--- src/rtl/cf_pipe.sv ---
// cf_pipe: clocked Muller-pipeline handshake controller with per-stage data latches.
// DEPTH C-element stages, each with a matched delay of DLY clock cycles.
// A stage latches its word when its C-element output makes a capture transition.
// Optional macro CF_PIPE_2PHASE_EN selects transition (2-phase) signalling, where
// both edges of c capture a word. Without the macro, the block is 4-phase
// return-to-zero and only rising edges of c capture a word.
module cf_pipe #(
  parameter int DATA_W = 8,
  parameter int DEPTH  = 4,
  parameter int DLY    = 4
) (
  input  logic              CLK,
  input  logic              MR_N,
  input  logic              Send_in,
  output logic              Ack_out,
  input  logic [DATA_W-1:0] Din,
  output logic              Send_out,
  input  logic              Ack_in,
  output logic [DATA_W-1:0] Dout,
  output logic [DEPTH-1:0]  CP
);

  localparam int CNT_W = (DLY < 1) ? 1 : $clog2(DLY + 1);
  localparam logic [CNT_W-1:0] CNT_LAST = CNT_W'(DLY - 1);

  logic [DEPTH-1:0]  c_q, c_d;
  logic [DEPTH-1:0]  d_q, d_d;
  logic [DEPTH-1:0]  cp_q;
  logic [DEPTH-1:0]  ev;
  logic [DEPTH-1:0]  a_s, b_s;
  logic [CNT_W-1:0]  cnt_q   [DEPTH];
  logic [CNT_W-1:0]  cnt_d   [DEPTH];
  logic [DATA_W-1:0] data_q  [DEPTH];
  logic [DATA_W-1:0] data_d  [DEPTH];
  logic [DATA_W-1:0] data_src[DEPTH];

  // Neighbour wiring for the C-elements: a from upstream delay, b from inverted downstream delay.
  generate
    if (DEPTH == 1) begin : g_single
      assign a_s = Send_in;
      assign b_s = ~Ack_in;
    end else begin : g_chain
      assign a_s = {d_q[DEPTH-2:0], Send_in};
      assign b_s = {~Ack_in, ~d_q[DEPTH-1:1]};
    end
  endgenerate

  // C-element update and capture-event detection; all stages read pre-edge values.
  always_comb begin
    c_d = c_q;
    for (int i = 0; i < DEPTH; i++) begin
      if (a_s[i] == b_s[i]) c_d[i] = a_s[i];
    end
`ifdef CF_PIPE_2PHASE_EN
    ev = c_d ^ c_q;
`else
    ev = c_d & ~c_q;
`endif
  end

  // Matched delay: d follows c exactly DLY cycles after c changes.
  always_comb begin
    d_d = d_q;
    for (int i = 0; i < DEPTH; i++) begin
      cnt_d[i] = '0;
      if (c_q[i] != d_q[i]) begin
        if (cnt_q[i] == CNT_LAST) begin
          d_d[i] = c_q[i];
        end else begin
          cnt_d[i] = cnt_q[i] + 1'b1;
        end
      end
    end
  end

  // Data latch next state: stage 0 loads Din, later stages load their upstream neighbour.
  always_comb begin
    data_src[0] = Din;
    for (int i = 1; i < DEPTH; i++) begin
      data_src[i] = data_q[i-1];
    end
    for (int i = 0; i < DEPTH; i++) begin
      data_d[i] = ev[i] ? data_src[i] : data_q[i];
    end
  end

  // State registers; master reset discards every token and clears the outputs.
  always_ff @(posedge CLK or negedge MR_N) begin
    if (!MR_N) begin
      c_q  <= '0;
      d_q  <= '0;
      cp_q <= '0;
      for (int i = 0; i < DEPTH; i++) begin
        cnt_q[i]  <= '0;
        data_q[i] <= '0;
      end
    end else begin
      c_q  <= c_d;
      d_q  <= d_d;
      cp_q <= ev;
      for (int i = 0; i < DEPTH; i++) begin
        cnt_q[i]  <= cnt_d[i];
        data_q[i] <= data_d[i];
      end
    end
  end

  assign Ack_out  = d_q[0];
  assign Send_out = d_q[DEPTH-1];
  assign Dout     = data_q[DEPTH-1];
  assign CP       = cp_q;

endmodule

--- config.mk ---
export PLATFORM = sky130hd
export DESIGN_NAME = cf_pipe
export DESIGN_NICKNAME = d
export VERILOG_FILES = /design/src/rtl/cf_pipe.sv
export SDC_FILE = /design/constraint.sdc
export NUM_CORES = 1
export LEC_CHECK = 0
export CORE_UTILIZATION = 55
export CTS_BUF_LIST = sky130_fd_sc_hd__clkbuf_4 sky130_fd_sc_hd__clkbuf_8 sky130_fd_sc_hd__clkbuf_16
export CTS_CLUSTER_DIAMETER = 50
export CTS_CLUSTER_SIZE = 30
export DETAILED_ROUTE_END_ITERATION = 6
export DONT_BUFFER_PORTS = 1
export GPL_ROUTABILITY_DRIVEN = 1
export GPL_TIMING_DRIVEN = 1
export PLACE_DENSITY = 0.82
export SYNTH_ARGS = -nofsm -noshare
export SYNTH_HDL_FRONTEND = slang
export SYNTH_SLANG_ARGS = --single-unit
--- constraint.sdc ---
create_clock -name CLK -period 1.3 [get_ports CLK]
set_input_delay 0.325 -clock CLK [delete_from_list [all_inputs] [get_ports CLK]]
set_output_delay 0.325 -clock CLK [all_outputs]
set_load 0.01 [all_outputs]
## Word level (Yosys, flattened, before mapping)

Index checks and enable logic that the tools add are counted.

- Register bits after elaboration: 56
- Bits in latches: 0
- RAM bits: 0
- ROM bits: 0
- Input port bits: 12
- Output and inout port bits: 14
- Memories: 0

- Add/sub/neg operators: 4
- Multipliers: 0
- Divide/modulo/power cells: 0
- Magnitude comparators: 0
- Equal/unequal tests: 12
- Shift-type cells: 0
- Mux-type cells: 12
- Bitwise logic cells: 4
- Reductions and logical operators: 4

Operators by type and width:

| kind | number |
|---|---|
| two-way mux 3 bit | 8 |
| adder 3 x 1 -> 3 bit, second input constant | 4 |
| == test 3 x 2 -> 1 bit, second input constant | 4 |
| AND reduction 2 bit | 4 |
| AND 4 bit | 1 |
| == test 1 bit | 4 |
| two-way mux 1 bit | 4 |
| != test 1 bit | 4 |
| NOT 4 bit | 1 |
| NOT 3 bit | 1 |
| NOT 1 bit | 1 |

## Depth between registers and ports, before layout

- Depth after elaboration: 4
- Mapped depth: 3
- Depth with buffers taken out: 3

## Worst setup path before layout

Ideal clock, no wire load.

- Kind: reg-to-reg
- From: register d_q[0]
- To: register data_q[16] (netlist bit)
- Setup time: 125 ps
- Arrival: 1,109 ps
- Required time: 1,175 ps
- Path slack: 66 ps
- Cell stages (with the launch flop): 4
- Buffers on the path: 1
- Period minus slack after synthesis: 1,234 ps
- Path through: dfrtp_1 nor3b_2 buf_4 mux2_2

- Longest elaborated chain between the ends: 3

RTL lines:

| item | line | source |
|---|---|---|
| from (decl) | 27 | `logic [DEPTH-1:0] d_q, d_d;` |
| from (signal assigned) | 91 | `d_q <= '0;` |
| from (signal assigned) | 99 | `d_q <= d_d;` |
| == test 1 bit | 52 | `if (a_s[i] == b_s[i]) c_d[i] = a_s[i];` |
| two-way mux 1 bit * | 52 |  |
| AND 4 bit * | 57 | `ev = c_d & ~c_q;` |
| net ev[1] | 29 | `logic [DEPTH-1:0] ev;` |
| to (signal, indexed assignment) | 103 | `data_q[i] <= data_d[i];` |
| to (decl) | 33 | `logic [DATA_W-1:0] data_q [DEPTH];` |

The timed path passes the listed nets; every way through them passes the cells marked *.
A chain may end at the register's enable or synchronous reset.

## Worst setup path in the final report

- From: register c_q[2]
- To: register data_q[8] (netlist bit)

- Longest elaborated chain between the ends: 2
- Elaborated cells between the ends (all ways): 3
- Those cells by class: mux (1); bitwise (2)

RTL lines:

| item | line | source |
|---|---|---|
| from (decl) | 26 | `logic [DEPTH-1:0] c_q, c_d;` |
| from (signal assigned) | 90 | `c_q <= '0;` |
| from (signal assigned) | 98 | `c_q <= c_d;` |
| two-way mux 1 bit or NOT 4 bit (tied branches) | 52, 57 |  |
| AND 4 bit * | 57 |  |

Every way passes the cells marked *; elsewhere a longest branch is shown, timed or not.

==> metrics.csv <==
stage,metric,value,unit
logic_synthesis,yosys.area.top_type,dfrtp_1,
logic_synthesis,synth_area_leaders,"dfrtp_1 (64%), mux2_2 (18%), buf_4 (3.4%), nor3b_1 (3.1%), ha_1 (2.3%)",
routing,drt_wl_total,3.36,mm
logic_synthesis,netlist_area,2190,um2
timing,finalSetupViolations,0,
place,gp_congestion,0.772,
place,portBuffers,0,
place,place_ws,0.000461,ns
routing,vias_per_cell,5.46,
outcome,violations,negative hold slack,
logic_synthesis,synth.yosys.seq_area_share,63.9,%
finish,nNetsFinal,167,
finish,post-route-util,63.9,%
clock_tree,cts_tree,yes,
logic_synthesis,ys_ff_latch,56,
place,place_area,2250,um2
outcome,status,"complete, but fails checks",
routing,met3_length,154,um
finish,drive_above_1_share,42.1,%
logic_synthesis,synth_cell_types,15,
logic_synthesis,ys_warn_count,0,
finish,fin_area,2390,um2
clock_tree,root_buffer,clkbuf_8,
floorplanning,core_area,3740,um2
logic_synthesis,yosysMostFrequentCell,dfrtp_1,
clock_tree,clock-sinks,56,
floorplanning,start_util,58.6,%
finish,area_growth,9.13,%
global_route,antenna_found_initial,0,
worst_setup_path,cp.required,1.50,ns
routing,wl_per_cell,16.8,um
worst_setup_path,crit_arrival,1.46,ns
floorplanning,pin_count,26,
global_route,grt_max_degree,57,
logic_synthesis,synth_common_cells,"dfrtp_1 (56), mux2_2 (36), buf_4 (10)",
clock_tree,clk_latency,0.31,ns
power_and_ir_drop,power_density,2490,nW/um2
worst_setup_path,worstSetupPathType,reg2reg,
timing,max_slew.worst_pin.slew,0.308,ns
timing,period_minus_slack,1.26,ns
routing,maxUsedRoutingLayer,met4,
power_and_ir_drop,p_leak,1.08,nW
routing,drc,0,
timing,rsz0062_at_grt,yes,
finish,n_antenna_cell,0,
timing,hold_viol,56,
global_route,grt_pass1_wl,5.70,mm
timing,period_share,96.9,%
global_route,overflow,0,
logic_synthesis,synthCells,142,
worst_setup_path,worst-path-max-fanout,5,
logic_synthesis,synthArstFlopShare,100,%
routing,first_pass_iters,3,
timing,hold_slack,-0.303,ns
worst_setup_path,crit_path_end_kind,flip-flop,
logic_synthesis,synth_nets,158,
global_route,grt_util_all_layers,18.6,%
logic_synthesis,yosys.area.top_type_share,63.9,%
global_route,grt_pass1_vias,1200,
clock_tree,cts_buffers,5,
routing,met1_length,1.50,mm
power_and_ir_drop,worst_ir_drop_vdd,0.00125,V
floorplanning,die_area,4240,um2
floorplanning,rows,22,
logic_synthesis,synth_top_flop_cell,dfrtp_1,
clock_tree,htree_levels,2,
floorplanning,die_x,65.1,um
timing,clock_skew,0.00566,ns
worst_setup_path,critPathLaunchType,flip-flop,
power_and_ir_drop,p_total,5.97,mW
timing,finalMaxSlewViolations,0,
routing,drtAntennaViolNets,0,
min_path,min_path_type,in2async,
clock_tree,cts_max_path_buffers,2,
routing,wl_met2,1.66,mm
routing,drtIter0Drc,36,
timing,relSlewSlack,79.3,%
logic_synthesis,syn_area_per_cell,15.4,um2
finish,fillCellCount,298,
timing,setup_ws,0.0404,ns
place,dp_hpwl,2.39,mm
floorplanning,fp.dieH,65.1,um
timing,max_freq,794,MHz
job,drv_cap,0,
logic_synthesis,synth_edf_count,0,
routing,vias,1092,
clock_tree,clk_pin_slew,0.10,ns
per-stage QoR:
stage | setup TNS, ns | hold slack [ns] | instances
final | 0 | -0.303 | 200
after floorplan | 0 | 0.0294 | 142
after detailed placement | 0 | 0.0312 | 191
after global routing | -0.0276 | -0.325 | 200
after CTS | 0 | -0.312 | 199
after global placement | 0 | 0.0317 | 191
metal layers:
layer / vias up / GRT usage (%)
li1: 502 / -
met1: 561 / 23.2
met2: 23 / 30.6
met3: 6 / 6.42
met4: 0 / 5.71
met5: - / 0
final cells by class:
class / count / area, um2 / share of cell area [%]
sequential: 56 / 1400 / 58.6
multi-input combinational: 72 / 696 / 29.1
timing repair buffer: 14 / 113 / 4.71
inverter: 2 / 7.51 / 0.314
clock inverter: 2 / 38.8 / 1.62
tap: 48 / 60.1 / 2.51
clock buffer: 6 / 76.3 / 3.19
flip-flops by register name, indices dropped and copies added (netlist names):
name and flops:
CP 4, Dout 8, c_q 4, cnt_q 12
d_q 4, data_q 24
final timing paths:
kind | from | endpoint | slack (ns) | cells past startpoint
setup / recovery | c_q[2] | data_q[8] | 0.04 | 3
hold / removal | MR_N | cnt_q[4] | -0.30 | 0
setup reg to reg | c_q[2] | data_q[8] | 0.04 | 3
hold reg to reg | cnt_q[3] | cnt_q[3] | 0.45 | 1
max in group asynchronous | MR_N | Dout[1] | 1.52 | 0
min in group CLK | Send_in | c_q[0] | 0.16 | 2
power breakdown:
part	internal [mW]	switching, mW
sequential	2.50	0.493
combinational	1.09	0.721
clock	0.603	0.559
total	4.19	1.77
cells in the final DEF (no fill, tap or decap):
cell and instances:
dfrtp_1 56, mux2_2 36, buf_4 12, nor3b_1 8, clkbuf_8 5, xnor2_1 4
nor3_1 4, nor3b_2 4, ha_1 4, nor2b_1 2, inv_1 2, maj3_1 2
nor2_1 2, nand2_1 2, o21ai_0 2, nor2b_2 2, buf_6 2, bufinv_16 1
inv_6 1, clkbuf_4 1
timing repair:
item / CTS / global route
cloned: 0 / 0
resized for setup: 1 / 4
buffers inserted: 0 / 1
endpoints found under the hold margin: 56 / 56
endpoints found under the setup margin: 4 / 25
worst max-delay path, cell delays in order (launching register included):
cell and delay [ns]:
dfrtp_1 0.41, nor3b_2 0.21, buf_4 0.18, mux2_2 0.34
cells by family (layout without fill, tap and decap cells):
group	count (synthesis)	count (layout)	share of synthesized area [%]
buffers and inverters	14	24	4.79
adders and majority gates	6	6	3.20
AOI/OAI and AO/OA	2	2	0.457
DFF	56	56	63.9
xor gates and xnor gates	4	4	1.60
muxes	36	36	18.5
and+or+nand+nor	24	24	7.53
Power figures use the tool's default switching activity.
